## config.mk

```make
export PLATFORM = sky130hd
export DESIGN_NAME = chroma_blend_pipe
export DESIGN_NICKNAME = d
export VERILOG_FILES = /design/src/rtl/chroma_blend_pipe.sv
export SDC_FILE = /design/constraint.sdc
export NUM_CORES = 2
export LEC_CHECK = 0
export BUFFER_PORTS_ARGS = -buffer_cell sky130_fd_sc_hd__clkbuf_2
export CORE_AREA = 2 2 244 246
export CTS_CLUSTER_DIAMETER = 120
export CTS_CLUSTER_SIZE = 40
export DETAILED_ROUTE_END_ITERATION = 12
export DIE_AREA = 0 0 246 248
export PLACE_DENSITY = 0.81
export SLEW_MARGIN = 20
export SYNTH_ARGS = -nofsm -noshare
export SYNTH_HDL_FRONTEND = slang
export SYNTH_SLANG_ARGS = --single-unit
```

## constraint.sdc

```tcl
create_clock -name iCLK -period 16.35 [get_ports iCLK]
set_input_delay 0.8175 -clock iCLK [delete_from_list [all_inputs] [get_ports iCLK]]
set_output_delay 0.8175 -clock iCLK [all_outputs]
set_load 0.02 [all_outputs]
```

## src/rtl/chroma_blend_pipe.sv

```systemverilog
// Pipelined chroma-key mixer: 3-stage key detect / alpha blend with valid-ready and SOF sideband.
// Optional per-frame keyed-pixel statistics are enabled with the CHROMA_STATS_EN macro.
module chroma_blend_pipe #(
    parameter int COLOR_W = 10,
    parameter int ALPHA_W = 10,
    parameter int CNT_W   = 20
) (
    input  logic                   iCLK,
    input  logic                   iRST,
    input  logic                   iValid,
    output logic                   oReady,
    input  logic                   iSOF,
    input  logic [COLOR_W-1:0]     iRed,
    input  logic [COLOR_W-1:0]     iGreen,
    input  logic [COLOR_W-1:0]     iBlue,
    input  logic [COLOR_W-1:0]     imVGA_R,
    input  logic [COLOR_W-1:0]     imVGA_G,
    input  logic [COLOR_W-1:0]     imVGA_B,
    input  logic [ALPHA_W-1:0]     iTransparencia,
    input  logic [COLOR_W-1:0]     iKeyThrG,
    input  logic [COLOR_W-1:0]     iKeyThrRB,
    output logic                   oValid,
    input  logic                   iReady,
    output logic                   oSOF,
    output logic [3*COLOR_W-1:0]   oCn,
    output logic                   oKeyFlag,
    output logic [CNT_W-1:0]       oKeyCount,
    output logic                   oCountStb
);
    localparam int AE_W = ALPHA_W + 1;
    localparam int PW   = ALPHA_W + COLOR_W + 1;
    localparam logic [AE_W-1:0]    AE_ONE = AE_W'(1) << ALPHA_W;
    localparam logic [PW-1:0]      HALF   = PW'(1) << (ALPHA_W - 1);
    localparam logic [PW-1:0]      MAXC   = PW'((1 << COLOR_W) - 1);

    logic en, take;
    assign en     = iReady || !oValid;
    assign oReady = en;
    assign take   = iValid && en;

    logic [ALPHA_W-1:0] alpha_q, alpha_cur;
    logic [AE_W-1:0]    ae_in;
    logic               key_in;

    // An SOF pixel already blends with the alpha it carries.
    assign alpha_cur = (take && iSOF) ? iTransparencia : alpha_q;
    assign ae_in     = {1'b0, alpha_cur} + {{ALPHA_W{1'b0}}, alpha_cur[ALPHA_W-1]};
    assign key_in    = (iGreen > iKeyThrG) && (iRed < iKeyThrRB) && (iBlue < iKeyThrRB);

    logic                       v1, sof1, key1;
    logic [AE_W-1:0]            ae1;
    logic [2:0][COLOR_W-1:0]    fg1, bg1;
    logic                       v2, sof2, key2;
    logic [2:0][COLOR_W-1:0]    bg2;
    logic [2:0][PW-1:0]         p2;
    logic [2:0][COLOR_W-1:0]    blend;

    always_ff @(posedge iCLK or posedge iRST) begin
        if (iRST) begin
            alpha_q <= '0;
            v1      <= 1'b0;
            sof1    <= 1'b0;
            key1    <= 1'b0;
            ae1     <= '0;
            fg1     <= '0;
            bg1     <= '0;
            v2      <= 1'b0;
            sof2    <= 1'b0;
            key2    <= 1'b0;
            bg2     <= '0;
            p2      <= '0;
        end else begin
            if (take && iSOF)
                alpha_q <= iTransparencia;
            if (en) begin
                v1 <= iValid;
                if (iValid) begin
                    sof1 <= iSOF;
                    key1 <= key_in;
                    ae1  <= ae_in;
                    fg1  <= {iRed, iGreen, iBlue};
                    bg1  <= {imVGA_R, imVGA_G, imVGA_B};
                end
                v2 <= v1;
                if (v1) begin
                    sof2 <= sof1;
                    key2 <= key1;
                    bg2  <= bg1;
                    for (int c = 0; c < 3; c++)
                        p2[c] <= PW'(ae1) * PW'(fg1[c]) + PW'(AE_ONE - ae1) * PW'(bg1[c]);
                end
            end
        end
    end

    always_comb begin
        logic [PW-1:0] sh;
        blend = '0;
        sh    = '0;
        for (int c = 0; c < 3; c++) begin
            sh       = (p2[c] + HALF) >> ALPHA_W;
            blend[c] = (sh > MAXC) ? MAXC[COLOR_W-1:0] : sh[COLOR_W-1:0];
        end
    end

    always_ff @(posedge iCLK or posedge iRST) begin
        if (iRST) begin
            oValid   <= 1'b0;
            oSOF     <= 1'b0;
            oKeyFlag <= 1'b0;
            oCn      <= '0;
        end else if (en) begin
            oValid <= v2;
            if (v2) begin
                oSOF     <= sof2;
                oKeyFlag <= key2;
                oCn      <= key2 ? bg2 : blend;
            end
        end
    end

`ifdef CHROMA_STATS_EN
    logic [CNT_W-1:0] key_cnt;
    logic             out_xfer;
    assign out_xfer = oValid && iReady;

    // A frame's SOF pixel starts the next count, so it seeds the counter itself.
    always_ff @(posedge iCLK or posedge iRST) begin
        if (iRST) begin
            key_cnt   <= '0;
            oKeyCount <= '0;
            oCountStb <= 1'b0;
        end else begin
            oCountStb <= 1'b0;
            if (out_xfer && oSOF) begin
                oKeyCount <= key_cnt;
                oCountStb <= 1'b1;
                key_cnt   <= oKeyFlag ? CNT_W'(1) : '0;
            end else if (out_xfer && oKeyFlag && (key_cnt != {CNT_W{1'b1}})) begin
                key_cnt <= key_cnt + CNT_W'(1);
            end
        end
    end
`else
    assign oKeyCount = '0;
    assign oCountStb = 1'b0;
`endif

endmodule

```

Yosys cells after proc, flatten, opt, wreduce, memory -nomap -nowiden
Index checks and enable logic that the tools add are counted.
Cells by class
  bitwise operators: 0
  magnitude comparators: 6
  reduce and logical (&&, ||, !) cells: 9
  multipliers: 6
  equality and inequality tests: 0
  div/mod/pow operators: 0
  multiplexer cells: 5
  add/subtract/negate cells: 8
  shift operators: 0
Operators with widths (number)
  21-bit by 10-bit adder with 21-bit output, second input constant: 3
  21-bit adder: 3
  11-bit by 10-bit multiplier with 21-bit output: 3
  21-bit by 10-bit multiplier with 21-bit output: 2
  10-bit 2-to-1 mux: 4
  11-bit by 10-bit greater-than comparator with 1-bit output, second input constant: 3
  30-bit 2-to-1 mux: 1
  12-bit by 11-bit multiplier with 21-bit output: 1
  10-bit < comparator: 2
  11-bit by 11-bit subtractor with 12-bit output, first input constant: 1
  10-bit by 1-bit adder with 11-bit output: 1
  10-bit greater-than comparator: 1
  2-bit AND reduction: 3
  1-bit logical AND: 4
  1-bit logical NOT: 1
  1-bit logical OR: 1
Word-level totals
  latch bits: 0
  ROM bits: 0
  register bits: 213
  RAM bits: 0
  memories kept: 0
  logic and storage cells: 58
  input bits: 95
  output and inout port bits: 55

Depth between registers and ports, before layout
  depth after elaboration: 6
  mapped depth: 33

Worst setup path after synthesis
Ideal clock, no wire load.
  kind: reg2reg
  start point: reg ae1[0]
  end point: reg p2[35] (netlist bit)
  data arrival time: 7.080 ns
  library setup time: 0.146 ns
  stages on the path, launching flop included: 31
  buffers on the path: 4
  setup slack: 9.124 ns
  cell sequence: dfrtp_1 -> buf_4 -> clkbuf_1 -> clkbuf_1 -> inv_1 -> ha_1 -> nand2_1 -> xor2_1 -> clkbuf_1 -> nand2_1 -> fa_1 -> inv_1 -> fa_1 -> inv_1 -> fa_1 -> inv_1 -> fa_1 -> fa_1 -> fa_1 -> inv_1 -> fa_1 -> inv_1 -> ha_1 -> nor3_4 -> nand2_1 -> o311ai_4 -> a21boi_2 -> o21a_1 -> o21a_1 -> mux2i_1 -> o311ai_0
On the way
  longest elaborated chain between the ends: 3
Ends and longest elaborated chain
  start: declaration: RTL line 51  | logic [AE_W-1:0] ae1;
  start signal: assignment: RTL line 80  | ae1 <= ae_in;
  11-bit by 11-bit subtractor with 12-bit output: RTL line 90  | p2[c] <= PW'(ae1) * PW'(fg1[c]) + PW'(AE_ONE - ae1) * PW'(bg1[c]);
  21-bit by 10-bit multiplier with 21-bit output: RTL line 90
  21-bit adder *: RTL line 90
  end signal: indexed assignment: RTL line 90
  end: declaration: RTL line 55  | logic [2:0][PW-1:0] p2;
Every way passes the cells marked *; elsewhere a longest branch is shown, timed or not.
A chain may end at the register's enable or synchronous reset.

Worst setup path in the final report
  start point: reg ae1[2]
  end point: reg p2[41] (netlist bit)
Same word-level chain as after synthesis.

==> flow_summary.toml <==
[floorplan]
initial_core_util_pct = 54.52
dieArea_sq_um = 61010
fp.dieH_um = 248
coreArea_sq_um = 58460
num_rows = 89
dieWidth_um = 246
ioPinCount = 150

[clock_network]
post_cts_buffers = 0
clock-root-buffer = "clkbuf_16"
postCtsHoldBufs = 0
cts_buffers = 17
clock_latency_ps = 470
clock_path_buffers = 2
clkTransAtPathRegs_ps = 80
cts_tree = "yes"
cts.htree.levels = 4
cts.sinks = 186
cts_resized = 0

[timing]
skew_ps = 17.64
setup_viol = 0
rsz0062_at_grt = "no"
final_max_slew_viol_count = 0
min_period_ps = 7740
finalCritPeriodShare_pct = 47.34
tns_ps = 0
slew-limit-headroom_pct = 40.23
fmax_mhz = 129.2
worst_slew_pin_slew_ps = 896.5
report.final.hold_viol_count = 0
fin_ws_ps = 8610

[drt]
via_count = 22270
drtAntennaViolNets = 0
viasPerCell = 5.437
drt_iter0_markers = 1438
drt_pass1_iterations = 6
post-route-drc-count = 0
detail_route.wl_per_cell_um = 18.52
totalWireLength_um = 75850

[cells_and_area]
nNetsFinal = 4295
final_util_pct = 57.65
synthToLayoutAreaGrowth_pct = 5.739
final_layout_size_suffix_gt1_share_pct = 9.699

[hold_path]
hold_start = "oCn[2]$_DFFE_PP0P_"
min_path_type = "reg2reg"

[global_route]
grt_max_degree = 116
grt_pass1_vias = 24780
grt-ovfl-total = 0
antenna_found_initial = 1
grt_pass1_wl_um = 126200
grt.total_usage_pct = 26.44

[job]
max-cap-violations = 0

[placed_design]
hpwl_um = 61270
port_buffers = 128
pre_cts_slack_ps = 8646
gp_congestion = 0.9144

[critical_path]
end_kind = "flip-flop"
arrival_ps = 8110
r2r_start = "ae1[2]$_DFFE_PP0P_"
cp_max_fo = 20
required_ps = 16720
start_kind = "flip-flop"
crit_start = "ae1[2]$_DFFE_PP0P_"
path_class = "reg2reg"

[logic_synthesis]
netlist_area_sq_um = 31870
ys.flop_type = "dfrtp_1"
synth-seq-cells = 186
ys_async_sr_fraction_pct = 100.0
avgSynthCellArea_sq_um = 9.644
ys_types = 65
synth_edf_count = 0
syn_inst = 3305
yosysWarningCount = 0
seq_area_frac_synth_pct = 14.60

[run_status]
run_status = "completed"
synthesized netlist by cell type (all sizes together) (2+ instances only):
| cell | n | share of area [%] |
|---|---|---|
| a211o | 3 | 0.082 |
| a211oi | 7 | 0.25 |
| a21o | 23 | 0.54 |
| a21oi | 31 | 0.51 |
| a221oi | 10 | 0.27 |
| a31oi | 6 | 0.12 |
| and2 | 291 | 5.7 |
| and3 | 14 | 0.27 |
| and4 | 3 | 0.082 |
| buf | 35 | 0.71 |
| clkbuf | 155 | 1.8 |
| dfrtp | 186 | 15 |
| fa | 620 | 39 |
| ha | 273 | 11 |
| inv | 709 | 8.4 |
| mux2 | 100 | 3.5 |
| mux2i | 6 | 0.19 |
| nand2 | 498 | 5.9 |
| nand2b | 7 | 0.14 |
| nand3 | 21 | 0.37 |
| nand4 | 10 | 0.20 |
| nor2 | 23 | 0.27 |
| nor2b | 7 | 0.14 |
| nor3 | 15 | 0.27 |
| nor4 | 2 | 0.059 |
| o211ai | 4 | 0.11 |
| o21a | 4 | 0.094 |
| o21ai | 75 | 1.2 |
| o22ai | 19 | 0.37 |
| o311ai | 2 | 0.11 |
| o31ai | 10 | 0.28 |
| or3 | 4 | 0.079 |
| xnor2 | 84 | 2.3 |
| xor2 | 31 | 0.85 |
cell type report:
cell class | instances | area (sq um)
Fill cell | 4730 | 24760
Multi-Input combinational cell | 2239 | 23920
Sequential cell | 186 | 4656
Inverter | 710 | 2673
Tap cell | 773 | 967.2
Timing Repair Buffer | 153 | 828.3
Clock buffer | 17 | 425.4
Clock inverter | 15 | 220.2
Antenna cell | 3 | 7.507
critical path: stages (launching register included):
cell and delay [ps]:
dfrtp_1 470, nor4_2 470, nand2_1 180, xor2_2 460, buf_4 370, nand2_1 120
fa_1 570, inv_1 60, fa_1 500, inv_1 60, fa_1 530, inv_1 50
fa_1 500, fa_1 440, fa_1 490, inv_1 50, fa_1 480, inv_1 40
ha_1 210, nor3_4 260, nand2_1 140, o311ai_4 300, a21oi_2 120, o2111ai_2 250
a31o_2 220, a21oi_1 80, o31ai_2 230
final timing paths:
check | endpoint | slack [ps] | cells after the start
max | p2[41]$_DFFE_PP0P_ | 8610 | 26
min | oCn[2]$_DFFE_PP0P_ | 480 | 1
max reg2reg | p2[41]$_DFFE_PP0P_ | 8610 | 26
min reg2reg | oCn[2]$_DFFE_PP0P_ | 480 | 1
max in group asynchronous | fg1[16]$_DFFE_PP0P_ | 14390 | 3
min in group asynchronous | oCn[26]$_DFFE_PP0P_ | 500 | 2
cells by family (layout without fill, tap and decap cells):
| group | after synthesis | in the layout | share of synthesized area, % |
|---|---|---|---|
| AOI/OAI and AO/OA | 205 | 205 | 4.393 |
| xor gates and xnor gates | 115 | 115 | 3.160 |
| adders and majority gates | 893 | 893 | 49.66 |
| buffers and inverters | 900 | 895 | 10.90 |
| DFF | 186 | 186 | 14.60 |
| muxes | 106 | 106 | 3.722 |
| other | 1 | 24 | 0.01177 |
| and+or+nand+nor | 899 | 899 | 13.55 |
layer usage:
layer / share of wire [%] / wire [um] / global-route usage [%]
met2: 50 / 38090 / 46.38
met5: 0 / 0 / 0
met1: 38 / 29050 / 32.08
met3: 6.6 / 5027 / 4.250
met4: 4.9 / 3687 / 12.00
registers in the layout (all words and copies together), names as in the netlist, 10 cells and up:
register  cells
fg1          30
bg2          30
bg1          30
oCn          30
alpha_q      10
ae1          11
p2           36
metrics by stage:
step / area (sq um) / std cells / hold slack (ps)
after detailed placement: 33030 / 4061 / 462.7
after global routing: 33690 / 4093 / 505.3
after CTS: 33680 / 4093 / 486.9
after floorplan: 31950 / 3325 / 436.5
final: 33700 / 4096 / 481.3
after global placement: 33030 / 4061 / 457.2
cells in the final DEF (no fill, tap or decap), types with 4 or more instances in the layout:
cell type / Yosys / routed
inv_1: 709 / 708
fa_1: 620 / 620
nand2_1: 498 / 495
and2_1: 291 / 291
ha_1: 273 / 273
dfrtp_1: 186 / 185
clkbuf_2: 0 / 128
mux2_2: 100 / 100
xnor2_1: 84 / 78
o21ai_0: 68 / 68
a21oi_1: 29 / 29
xor2_1: 31 / 28
buf_4: 23 / 25
nor2_1: 23 / 23
a21o_1: 23 / 23
conb_1: 1 / 21
nand3_1: 20 / 20
o22ai_1: 19 / 19
clkbuf_16: 0 / 17
and3_1: 14 / 14
nor3_1: 14 / 14
a221oi_1: 10 / 10
nand4_1: 10 / 10
nand2b_1: 7 / 7
nor2b_1: 7 / 7
o31ai_1: 7 / 7
clkinv_8: 0 / 7
o21ai_1: 6 / 6
mux2i_1: 6 / 6
xnor2_2: 0 / 6
a31oi_1: 6 / 5
or3_1: 4 / 4
o21a_1: 4 / 4
inv_8: 0 / 4
Power is not shown: default switching activity piles up to over one toggle a cycle in this logic, so the estimate is an artifact.
